===== config.mk =====
export PLATFORM = sky130hd
export DESIGN_NAME = booth_enc_seq_flat
export DESIGN_NICKNAME = d
export VERILOG_FILES = /design/src/rtl/booth_enc_seq_if.sv /design/src/rtl/booth_enc_seq.sv /design/src/flat_wrapper.sv
export SDC_FILE = /design/constraint.sdc
export NUM_CORES = 1
export LEC_CHECK = 0
export CAP_MARGIN = 0
export CORE_MARGIN = 10
export CORE_UTILIZATION = 55
export CTS_BUF_LIST = sky130_fd_sc_hd__clkbuf_4 sky130_fd_sc_hd__clkbuf_8
export DETAILED_ROUTE_END_ITERATION = 8
export GPL_TIMING_DRIVEN = 1
export PLACE_DENSITY = 0.85
export SLEW_MARGIN = 10
export SYNTH_ARGS = -nofsm -noshare
export SYNTH_HDL_FRONTEND = slang
export SYNTH_SLANG_ARGS = --single-unit

===== constraint.sdc =====
create_clock -name clk -period 9.9 [get_ports clk]
set_clock_uncertainty 0.05 [all_clocks]
set_input_delay 0.99 -clock clk [delete_from_list [all_inputs] [get_ports clk]]
set_output_delay 0.99 -clock clk [all_outputs]
set_load 0.01 [all_outputs]

===== src/rtl/booth_enc_seq_if.sv =====
// booth_enc_seq_if
// Handshake and data bundle between a multiplier-operand source, the
// sequential radix-4 Booth recoder and the partial-product consumer.
//
// Signals:
//   in_valid   source -> recoder   scnd_op is valid
//   in_ready   recoder -> source   recoder can accept an operand
//   scnd_op    source -> recoder   multiplier operand (OP_W bits)
//   out_valid  recoder -> consumer sel/neg/idx/last/nz_cnt are valid
//   out_ready  consumer -> recoder consumer takes the current group
//   sel        recoder -> consumer 3-bit Booth select code
//   neg        recoder -> consumer two's-complement correction bit
//   idx        recoder -> consumer group index, weight 4^idx
//   last       recoder -> consumer high on the final group
//   nz_cnt     recoder -> consumer non-zero group count for the operand
//
// Modports:
//   master  the testbench/system side that drives operands and ready
//   slave   the recoder itself
interface booth_enc_seq_if #(
    parameter int OP_W = 11
);
    logic            in_valid;
    logic            in_ready;
    logic [OP_W-1:0] scnd_op;
    logic            out_valid;
    logic            out_ready;
    logic [2:0]      sel;
    logic            neg;
    logic [2:0]      idx;
    logic            last;
    logic [2:0]      nz_cnt;

    modport master (
        output in_valid, scnd_op, out_ready,
        input  in_ready, out_valid, sel, neg, idx, last, nz_cnt
    );

    modport slave (
        input  in_valid, scnd_op, out_ready,
        output in_ready, out_valid, sel, neg, idx, last, nz_cnt
    );
endinterface


===== src/rtl/booth_enc_seq.sv =====
// booth_enc_seq
// Sequential radix-4 Booth recoder. One operand is accepted per
// transaction; the recoder then emits one 3-bit select code per cycle,
// least-significant group first, together with the correction bit, the
// group index, a last flag and the count of non-zero groups.
//
// Ports:
//   clk   rising-edge clock
//   rst   synchronous reset, active-low
//   bus   booth_enc_seq_if.slave (operand stream in, group stream out)
//
// Parameters:
//   OP_W    operand width (11 for this datapath)
//   NGRP    number of Booth groups (OP_W/2+1)
//   SIGNED  1 = sign-extend operand into the guard bit, 0 = zero-extend
module booth_enc_seq #(
    parameter int OP_W   = 11,
    parameter int NGRP   = 6,
    parameter int SIGNED = 0
) (
    input  logic            clk,
    input  logic            rst,
    booth_enc_seq_if.slave  bus
);

    // Shift register holds {ext, operand, implicit 0 below the LSB}.
    localparam int SR_W = OP_W + 2;

    typedef enum logic {
        IDLE,
        ENC
    } state_t;

    state_t          r_state;
    logic [SR_W-1:0] r_sr;
    logic [2:0]      r_idx;
    logic [2:0]      r_nzCnt;
    logic            r_last;
    logic            r_inReady;
    logic            r_outValid;

    logic            w_ext;
    logic [SR_W-1:0] w_load;
    logic [2:0]      w_loadNz;
    logic            w_accept;
    logic            w_advance;

    // A group whose three bits are all equal recodes to digit 0; every
    // other pattern is a non-zero digit.
    function automatic logic [2:0] countNz(input logic [SR_W-1:0] v);
        logic [2:0] c;
        c = '0;
        for (int g = 0; g < NGRP; g++) begin
            if (v[2*g +: 3] != 3'b000 && v[2*g +: 3] != 3'b111) begin
                c = c + 3'd1;
            end
        end
        return c;
    endfunction

    assign w_ext     = (SIGNED != 0) ? bus.scnd_op[OP_W-1] : 1'b0;
    assign w_load    = {w_ext, bus.scnd_op, 1'b0};
    assign w_loadNz  = countNz(w_load);
    assign w_accept  = bus.in_valid && r_inReady;
    assign w_advance = r_outValid && bus.out_ready;

    // Control and datapath state. The top bit of the shift register is the
    // extension bit, so refilling from it reproduces the extension in both
    // the signed and unsigned configurations.
    always_ff @(posedge clk) begin
        if (!rst) begin
            r_state    <= IDLE;
            r_sr       <= '0;
            r_idx      <= '0;
            r_nzCnt    <= '0;
            r_last     <= 1'b0;
            r_inReady  <= 1'b1;
            r_outValid <= 1'b0;
        end else begin
            case (r_state)
                IDLE: begin
                    if (w_accept) begin
                        r_sr       <= w_load;
                        r_idx      <= '0;
                        r_nzCnt    <= w_loadNz;
                        r_last     <= (NGRP == 1);
                        r_inReady  <= 1'b0;
                        r_outValid <= 1'b1;
                        r_state    <= ENC;
                    end
                end
                ENC: begin
                    if (w_advance) begin
                        r_sr <= {r_sr[SR_W-1], r_sr[SR_W-1], r_sr[SR_W-1:2]};
                        if (r_last) begin
                            r_idx      <= '0;
                            r_last     <= 1'b0;
                            r_inReady  <= 1'b1;
                            r_outValid <= 1'b0;
                            r_state    <= IDLE;
                        end else begin
                            r_idx  <= r_idx + 3'd1;
                            r_last <= (r_idx == 3'(NGRP - 2));
                        end
                    end
                end
                default: begin
                    r_state <= IDLE;
                end
            endcase
        end
    end

    assign bus.in_ready  = r_inReady;
    assign bus.out_valid = r_outValid;
    assign bus.sel       = r_sr[2:0];
    assign bus.neg       = r_sr[2];
    assign bus.idx       = r_idx;
    assign bus.last      = r_last;
    assign bus.nz_cnt    = r_nzCnt;

endmodule


===== src/flat_wrapper.sv =====
// flat-port wrapper written by rule: the top's interface ports become plain ports
module booth_enc_seq_flat 
#(
    parameter int OP_W   = 11,
    parameter int NGRP   = 6,
    parameter int SIGNED = 0
)
  (clk, rst, bus_in_valid, bus_scnd_op, bus_out_ready, bus_in_ready, bus_out_valid, bus_sel, bus_neg, bus_idx, bus_last, bus_nz_cnt);
  booth_enc_seq_if #(.OP_W(OP_W)) bus_i ();
  input  logic clk;
  input  logic rst;
  input wire logic [$bits(bus_i.in_valid)-1:0] bus_in_valid;
  input wire logic [$bits(bus_i.scnd_op)-1:0] bus_scnd_op;
  input wire logic [$bits(bus_i.out_ready)-1:0] bus_out_ready;
  output wire logic [$bits(bus_i.in_ready)-1:0] bus_in_ready;
  output wire logic [$bits(bus_i.out_valid)-1:0] bus_out_valid;
  output wire logic [$bits(bus_i.sel)-1:0] bus_sel;
  output wire logic [$bits(bus_i.neg)-1:0] bus_neg;
  output wire logic [$bits(bus_i.idx)-1:0] bus_idx;
  output wire logic [$bits(bus_i.last)-1:0] bus_last;
  output wire logic [$bits(bus_i.nz_cnt)-1:0] bus_nz_cnt;
  assign bus_i.in_valid = bus_in_valid;
  assign bus_i.scnd_op = bus_scnd_op;
  assign bus_i.out_ready = bus_out_ready;
  assign bus_in_ready = bus_i.in_ready;
  assign bus_out_valid = bus_i.out_valid;
  assign bus_sel = bus_i.sel;
  assign bus_neg = bus_i.neg;
  assign bus_idx = bus_i.idx;
  assign bus_last = bus_i.last;
  assign bus_nz_cnt = bus_i.nz_cnt;
  booth_enc_seq #(.OP_W(OP_W), .NGRP(NGRP), .SIGNED(SIGNED)) u_core (.clk(clk), .rst(rst), .bus(bus_i));
endmodule

# Word-level counts from Yosys, hierarchy flattened

Index checks and enable logic that the tools add are counted.

Multiplexer cells: 28
$add $sub $neg: 6
Equality and inequality tests: 8
Bitwise operators: 1
Reductions and logical operators: 16

Operator list:

| kind                                                                     | count |
|---|---|
| 13-bit one-hot mux with 2 select lines                                   | 1 |
| 3-bit 2-to-1 mux                                                         | 8 |
| 3-bit nonzero test                                                       | 6 |
| 3-bit by 1-bit adder with 3-bit output (second input constant)           | 5 |
| 13-bit 2-to-1 mux                                                        | 1 |
| 1-bit 2-to-1 mux                                                         | 12 |
| 12-bit 2-to-1 mux                                                        | 1 |
| 3-bit inequality test (second input constant)                            | 4 |
| 1-bit one-hot mux with 2 select lines                                    | 4 |
| 1-bit logical AND                                                        | 6 |
| 3-bit one-hot mux with 2 select lines                                    | 1 |
| 2-bit AND reduction                                                      | 3 |
| 2-bit inequality test (second input constant)                            | 2 |
| 3-bit equality test (second input constant)                              | 1 |
| 3-bit AND reduction                                                      | 1 |
| 1-bit by 1-bit adder with 2-bit output (second input constant)           | 1 |
| 2-bit by 1-bit inequality test with 1-bit output (second input constant) | 1 |
| 1-bit NOT                                                                | 1 |

Output and inout port bits: 13
Input port bits: 15
Logic and storage cells: 67
Flip-flop bits (word level): 23

# Depth between registers and ports, before layout

Gate-level depths: netlist (run 1).

Depth in word-level cells: 12
Gate-level depth with buffers: 16
Mapped depth without buffers: 15

# Worst setup path after synthesis (run 1)

Ideal clock, no wire load.

Kind: input port to flip-flop
From: in bus_scnd_op[3]
To: reg u_core.r_nzCnt[2] (netlist: u_core.bus.nz_cnt[2])
Required time: 9791 ps
Setup time: 59 ps
Path buffers: 1
Cell stages on the path: 16
Slack: 5747 ps
Arrival: 4044 ps
Cells stage by stage: buf_6 -> and3_1 -> or2_2 -> ha_1 -> mux2_4 -> xnor2_1 -> mux2i_2 -> ha_1 -> mux2_2 -> ha_1 -> nand4b_1 -> o21ai_1 -> a32o_1 -> or4_1 -> mux2i_1 -> a31o_1

Longest elaborated chain between the ends: 11
Elaborated cells between the ends (all ways): 15
Classes of those cells: 4 x add/sub; 2 x eq/ne; 5 x mux; 4 x reduce/logical

Ends and longest elaborated chain:

| what                                                        | line                | RTL |
|---|---|---|
| start, declared                                             | flat_wrapper.sv:13  | `input wire logic [$bits(bus_i.scnd_op)-1:0] bus_scnd_op;` |
| 3-bit inequality test or 3-bit nonzero test (tied branches) | booth_enc_seq.sv:54 | `if (v[2*g +: 3] != 3'b000 && v[2*g +: 3] != 3'b111) begin` |
| 1-bit logical AND                                           | booth_enc_seq.sv:54 |  |
| 3-bit 2-to-1 mux                                            | booth_enc_seq.sv:54 |  |
| 3-bit by 1-bit adder with 3-bit output                      | booth_enc_seq.sv:55 | `c = c + 3'd1;` |
| 3-bit 2-to-1 mux (*)                                        | booth_enc_seq.sv:54 |  |
| 3-bit by 1-bit adder with 3-bit output                      | booth_enc_seq.sv:55 |  |
| 3-bit 2-to-1 mux (*)                                        | booth_enc_seq.sv:54 |  |
| 3-bit by 1-bit adder with 3-bit output                      | booth_enc_seq.sv:55 |  |
| 3-bit 2-to-1 mux (*)                                        | booth_enc_seq.sv:54 |  |
| 3-bit by 1-bit adder with 3-bit output                      | booth_enc_seq.sv:55 |  |
| 3-bit 2-to-1 mux (*)                                        | booth_enc_seq.sv:54 |  |
| end signal, assigned                                        | booth_enc_seq.sv:85 | `r_nzCnt <= w_loadNz;` |
| end, declared                                               | booth_enc_seq.sv:37 | `logic [2:0] r_nzCnt;` |

Every way passes the cells marked *; elsewhere a longest branch is shown, timed or not.
A chain may end at the register's enable or synchronous reset.

# Worst setup path after layout (run 1)

Ends and elaborated chain as after synthesis.

==> impl_metrics.yaml, run 1 <==
route:
  first_pass_iters: 4
  drc: 0
  detail_route.wl_per_cell_um: 14.3
  wl_um: 3160
  vias: 1293
  ant_nets: 0
  drt_iter0_drc: 46
  viasPerCell: 5.88
timing:
  maxSlewHeadroom_pct: 50.8
  rsz0062_at_grt: "no"
  setup_ws_ns: 5.34
  fmax_mhz: 219
  tightest_slew_ns: 0.737
  min_period_over_period_pct: 46.0
  period_needed_ns: 4.56
  finalSetupViolCount: 0
  slew_viol_final: 0
  setup-tns-final_ns: 0
  hold_viol: 0
logic_synthesis:
  async_flop_share_pct: 0
  synth_ff_type: "dfxtp_1"
  synthCells: 174
  yosysWarnings: 0
  yosysSeqAreaShare_pct: 30.4
  synth-edff-count: 0
  syn_area_per_cell_um2: 8.32
  synth_area_um2: 1450
  ys_seq_elements: 22
  ys_types: 50
  syn_nets: 194
setup_path:
  cp_num_buf_inv: 1
  startpoint_type: "input pin"
  path_class: "in2reg"
  cp-startpoint: "bus_scnd_op[3]"
  crit_family: "simple AND/OR/NAND/NOR gates"
  end_kind: "register"
  slowest_delay_ns: 0.58
  cp_max_fo: 11
  worstPathRequired_ns: 10.12
  crit_top_cell: "ha_1"
  cp_cell_sequence: "clkdlybuf4s50_1, and3_1, or2_2, ha_1, mux2_4, xnor2_1, mux2i_2, ha_1, mux2_2, ha_1, nand4b_1, o21ai_1, a32o_1, or4_1, mux2i_1, a31o_1"
  cp_slowest_cell: "clkdlybuf4s50_1"
  arrival_ns: 4.78
  reg2reg_from: "u_core.r_state"
power_and_ir_drop:
  p_leak_nw: 0.640
  p_sw_mw: 0.0759
  peakVddDrop_mv: 0.188
  p_per_area_nw_per_um2: 149
  pwr-share-seq_pct: 41.0
  fin_total_pwr_mw: 0.254
  power.share.combinational_pct: 31.3
  switching_share_pct: 29.9
  p_clk_share_pct: 27.7
  p_int_mw: 0.178
clock_tree:
  cts.sinks: 22
  post_cts_resized: 0
  hold_buffers: 0
  post_cts_buffers: 0
  cts_tree: "built"
  clk_latency_ns: 0.32
  clkTransAtPathRegs_ns: 0.12
  cts_root_buf: "clkbuf_4"
  cts.path.max_buffers: 2
  cts_made_buffers: 3
  h-tree-depth: 1
finish:
  syn_to_final_growth_pct: 17.7
  finalInstanceArea_um2: 1700
  antennaDiodeCount: 0
  nets: 211
  drive_gt1_share_pct: 6.84
placed_design:
  io_buffers: 27
  pre_cts_ws_ns: 5.00
  place_area_um2: 1650
  gp_congestion: 0.847
  dpl.hpwl_um: 2440
global_routing:
  grt_max_degree: 22
  grt_pass1_wl_um: 5370
  grt_pass1_vias: 1209
  grt_overflow: 0
  grt_usage_pct: 12.3
  antenna_found_initial: 0
floorplanning:
  start_util_pct: 57.9
  core-area_um2: 2500
  die_w_um: 71.3
  row_count: 18
  die_y_um: 71.3
  die-area_um2: 5080
  pin_count: 28
min_path:
  hold_path_class: "reg2reg"
  hp-start: "u_core.bus.nz_cnt[0]"
outcome:
  status: "complete, no violations"
run:
  maxCapViolCount: 0
==> area by class of cell <==
class | count | area (um2)
Fill cell | 202 | 796
Tap cell | 30 | 37.5
Sequential cell | 22 | 440
Clock buffer | 3 | 22.5
Inverter | 5 | 18.8
Clock inverter | 1 | 30.0
Multi-Input combinational cell | 132 | 885
Timing Repair Buffer | 27 | 270
==> registers in the layout, indices dropped and copies added (netlist names) <==
| signal | cells |
|---|---|
| u_core.r_sr | 12 |
| u_core.bus.idx | 3 |
| u_core.bus.nz_cnt | 3 |
| u_core.bus.in_ready | 1 |
| u_core.bus.last | 1 |
| u_core.bus.out_valid | 1 |
| u_core.r_state | 1 |
==> layout by cell type (no fill, tap or decap), types with 2 or more instances in the layout <==
cell type,count
nor2b_1,2
nand3_1,6
nand2_1,10
nor3_1,7
clkbuf_4,3
o21ai_1,2
nor2_1,24
a211oi_1,9
o211ai_1,2
a21oi_1,11
mux2i_1,9
and2_1,2
ha_1,5
clkdlybuf4s50_1,27
xnor2_1,3
dfxtp_1,22
o21ai_0,4
and3_1,2
a22oi_1,3
nand4b_1,2
inv_1,5
nand4_1,4
==> cells by family (layout without fill, tap and decap cells) <==
kind of cell | Yosys count | after routing | share of synthesized area (%)
mux | 12 | 12 | 8.99
flops | 22 | 22 | 30.4
simple gates | 67 | 67 | 23.0
xor+xnor | 6 | 6 | 5.10
fa+ha+maj | 5 | 5 | 4.32
buf+inv | 20 | 36 | 8.47
compound gates | 42 | 42 | 19.7
==> tightest hold or removal path, delay by kind of cell (launching register included) <==
kind / cells / cell delay (ns)
AND/OR/NAND/NOR: 1 / 0.07
flip-flops: 1 / 0.33
AO/OA/AOI/OAI: 1 / 0.04
==> synthesized netlist by cell type, types with 2 or more instances <==
cell	n	share of area [%]
nand2_1	10	2.6
buf_2	4	1.4
and2_1	2	0.86
and3_1	2	0.86
ha_1	5	4.3
nor3_1	7	2.4
mux2i_1	9	6.2
a211oi_1	9	4.7
o21ai_1	2	0.69
buf_6	2	1.6
nand3_1	6	2.1
dfxtp_1	22	30
a22oi_1	3	1.6
a21oi_1	11	3.8
o21ai_0	4	1.4
nor2_1	24	6.2
nand4_1	4	1.7
inv_1	5	1.3
nor2b_1	2	0.86
buf_4	3	1.6
xnor2_1	3	1.8
nand4b_1	2	1.2
o211ai_1	2	1.0
clkbuf_1	5	1.3
==> metrics by stage <==
stage | instances | utilization [%] | hold slack [ns]
CTS | 220 | 68.2 | 0.427
global placement | 216 | 66.1 | 0.395
global route | 220 | 68.2 | 0.466
detailed placement | 216 | 66.1 | 0.406
floorplan | 174 | - | 0.387
finish | 220 | 68.2 | 0.421
==> power by group through the flow <==
stage | logic, mW | registers (mW) | clock network (mW)
finish | 0.0795 | 0.104 | 0.0703
global route | 0.0891 | 0.106 | 0.0749
CTS | 0.0803 | 0.104 | 0.0718
detailed placement | 0.0801 | 0.106 | 0
global placement | 0.0772 | 0.106 | 0
floorplan | 0.0601 | 0.105 | 0
==> layer usage <==
metal | vias up | track usage [%] | share of wire (%)
met5 | - | 0 | 0
met4 | 0 | 2.37 | 0.41
met3 | 2 | 4.55 | 6.0
met2 | 22 | 22.5 | 51
met1 | 607 | 13.2 | 43
li1 | 662 | - | -
==> final timing paths <==
check	end	slack, ns	cells after the start
worst max register to register	u_core.r_sr[2]	7.74	5
worst max-delay path	u_core.bus.nz_cnt[2]	5.34	16
worst min-delay path	u_core.bus.nz_cnt[0]	0.42	2
worst min register to register	u_core.bus.nz_cnt[0]	0.42	2
Note: power is estimated with default switching activity, not from simulation.
==> run 2: changes to the inputs <==
- CORE_UTILIZATION: 55 -> 53
- PLACE_DENSITY: 0.85 -> 0.82
- clock period: 9.9 -> 4.5 ns (I/O delays scaled with it)
==> run 2 against run 1 <==
Final cell count is 0.91% higher. Global-route usage is 0.060 points higher. Die area is 2.7% higher. Non-clock buffer count is 2 higher. Sequential cell count stayed put. Critical path depth stayed put. Power is 120% higher. Clock-buffer cell count stayed put. Sequential power is 120% higher. Register-to-register slack worse by 5.4 ns.
==> impl_metrics.yaml, run 2 (synthesis results as in run 1) <==
route:
  vias: 1312
  viasPerCell: 5.91
  drt_iter0_drc: 70
  ant_nets: 0
  wl_um: 3380
  first_pass_iters: 4
  detail_route.wl_per_cell_um: 15.2
  drc: 0
placed_design:
  io_buffers: 27
  gp_congestion: 0.846
  dp.cells: 218
  dpl.hpwl_um: 2540
setup_path:
  arrival_ns: 4.17
  r2r_slack_ns: 2.37
  startpoint_type: "input pin"
  worstPathRequired_ns: 4.71
  end_kind: "register"
  reg2regPathDepth: 5
  reg2reg_from: "u_core.r_state"
  r2r-end: "u_core.r_sr[2]"
  path_class: "in2reg"
  cp_max_fo: 7
  cp-startpoint: "bus_scnd_op[2]"
floorplanning:
  die_y_um: 72.3
  row_count: 18
  die-area_um2: 5220
  pin_count: 28
  die_w_um: 72.3
  start_util_pct: 56.9
  core-area_um2: 2540
finish:
  top_register: "u_core.r_sr"
  instances_no_fill: 222
  antennaDiodeCount: 0
  layout_common_cells: "clkdlybuf4s50_1, nor2_1, dfxtp_1, a21oi_1, nand2_1"
  final_common_cell: "clkdlybuf4s50_1"
  nets: 213
  drive_gt1_share_pct: 7.81
  largest_register_ffs: 12
  syn_to_final_growth_pct: 18.8
clock_tree:
  post_cts_buffers: 0
  clk_latency_ns: 0.30
  hold_buffers: 0
  clkTransAtPathRegs_ns: 0.13
  cts_made_buffers: 3
  post_cts_resized: 0
  cts_root_buf: "clkbuf_4"
  cts.sinks: 22
  h-tree-depth: 1
  cts.path.max_buffers: 2
  cts_tree: "built"
outcome:
  status: "complete, no violations"
min_path:
  hold_path_class: "reg2reg"
  holdPathStages: 2
  hp-start: "u_core.r_sr[0]"
  hold-path-endpoint: "u_core.r_sr[0]"
global_routing:
  grt_max_degree: 22
  antenna_found_initial: 0
  grt_overflow: 0
  grt_pass1_wl_um: 5570
  grt_usage_pct: 12.4
  grt_pass1_vias: 1288
timing:
  period_needed_ns: 3.96
  setup-tns-final_ns: 0
  finalSetupViolCount: 0
  tightest_slew_ns: 0.756
  slew_viol_final: 0
  hold_viol: 0
  maxSlewHeadroom_pct: 49.5
  fmax_mhz: 252
  min_period_over_period_pct: 88.1
  rsz0062_at_grt: "no"
power_and_ir_drop:
  peakVddDrop_mv: 0.255
  p_leak_nw: 0.649
  p_per_area_nw_per_um2: 327
run:
  maxCapViolCount: 0
==> run 2: final cells by class <==
cell class	instances	area, um2
Multi-Input combinational cell	132	885
Clock buffer	3	22.5
Sequential cell	22	440
Inverter	5	18.8
Fill cell	209	826
Clock inverter	1	30.0
Timing Repair Buffer	29	285
Tap cell	30	37.5
==> run 2: power breakdown <==
| part | switching [mW] | internal, mW |
|---|---|---|
| Sequential | 0.0168 | 0.213 |
| Combinational | 0.0906 | 0.0897 |
| Clock | 0.0627 | 0.0899 |
| Total | 0.170 | 0.393 |
==> run 2: layer usage <==
layer,global-route usage [%],routed length [um],up-vias
li1,-,-,663
met1,13.9,1490,615
met2,22.3,1680,30
met3,3.67,178,4
met4,2.58,36,0
met5,0,0,-
==> run 2: through the flow <==
stage                     instance area (um2)  utilization, %  setup slack (ns)  hold WS (ns)  power (mW)
final                                    1720            67.6             0.537         0.429       0.563
after global routing                     1720            67.6             0.348         0.447       0.592
after CTS                                1720            67.6             0.587         0.431       0.563
after detailed placement                 1670            65.5             0.266         0.413       0.412
after global placement                   1670            65.5             0.394         0.396       0.405
after floorplan                          1450               -             0.887         0.387       0.362
==> run 2: how the worst max path moves through the flow <==
stage	endpoint	cells past startpoint	slack (ns)
CTS	u_core.bus.nz_cnt[2]	16	0.59
finish	u_core.bus.nz_cnt[2]	16	0.54
detailed placement	u_core.bus.nz_cnt[2]	16	0.27
global route	u_core.bus.nz_cnt[2]	16	0.35
global placement	u_core.bus.nz_cnt[2]	16	0.39
floorplan	u_core.bus.nz_cnt[2]	16	0.89
==> run 2: worst max-delay path, cell delays in order <==
cell,delay (ns)
clkdlybuf4s50_1,0.50
and3_1,0.23
or2_2,0.29
ha_1,0.20
mux2_4,0.28
xnor2_1,0.14
mux2i_2,0.22
ha_1,0.29
mux2_2,0.28
ha_1,0.26
nand4b_1,0.12
o21ai_1,0.08
a32o_1,0.21
or4_1,0.39
mux2i_1,0.13
a31o_1,0.11
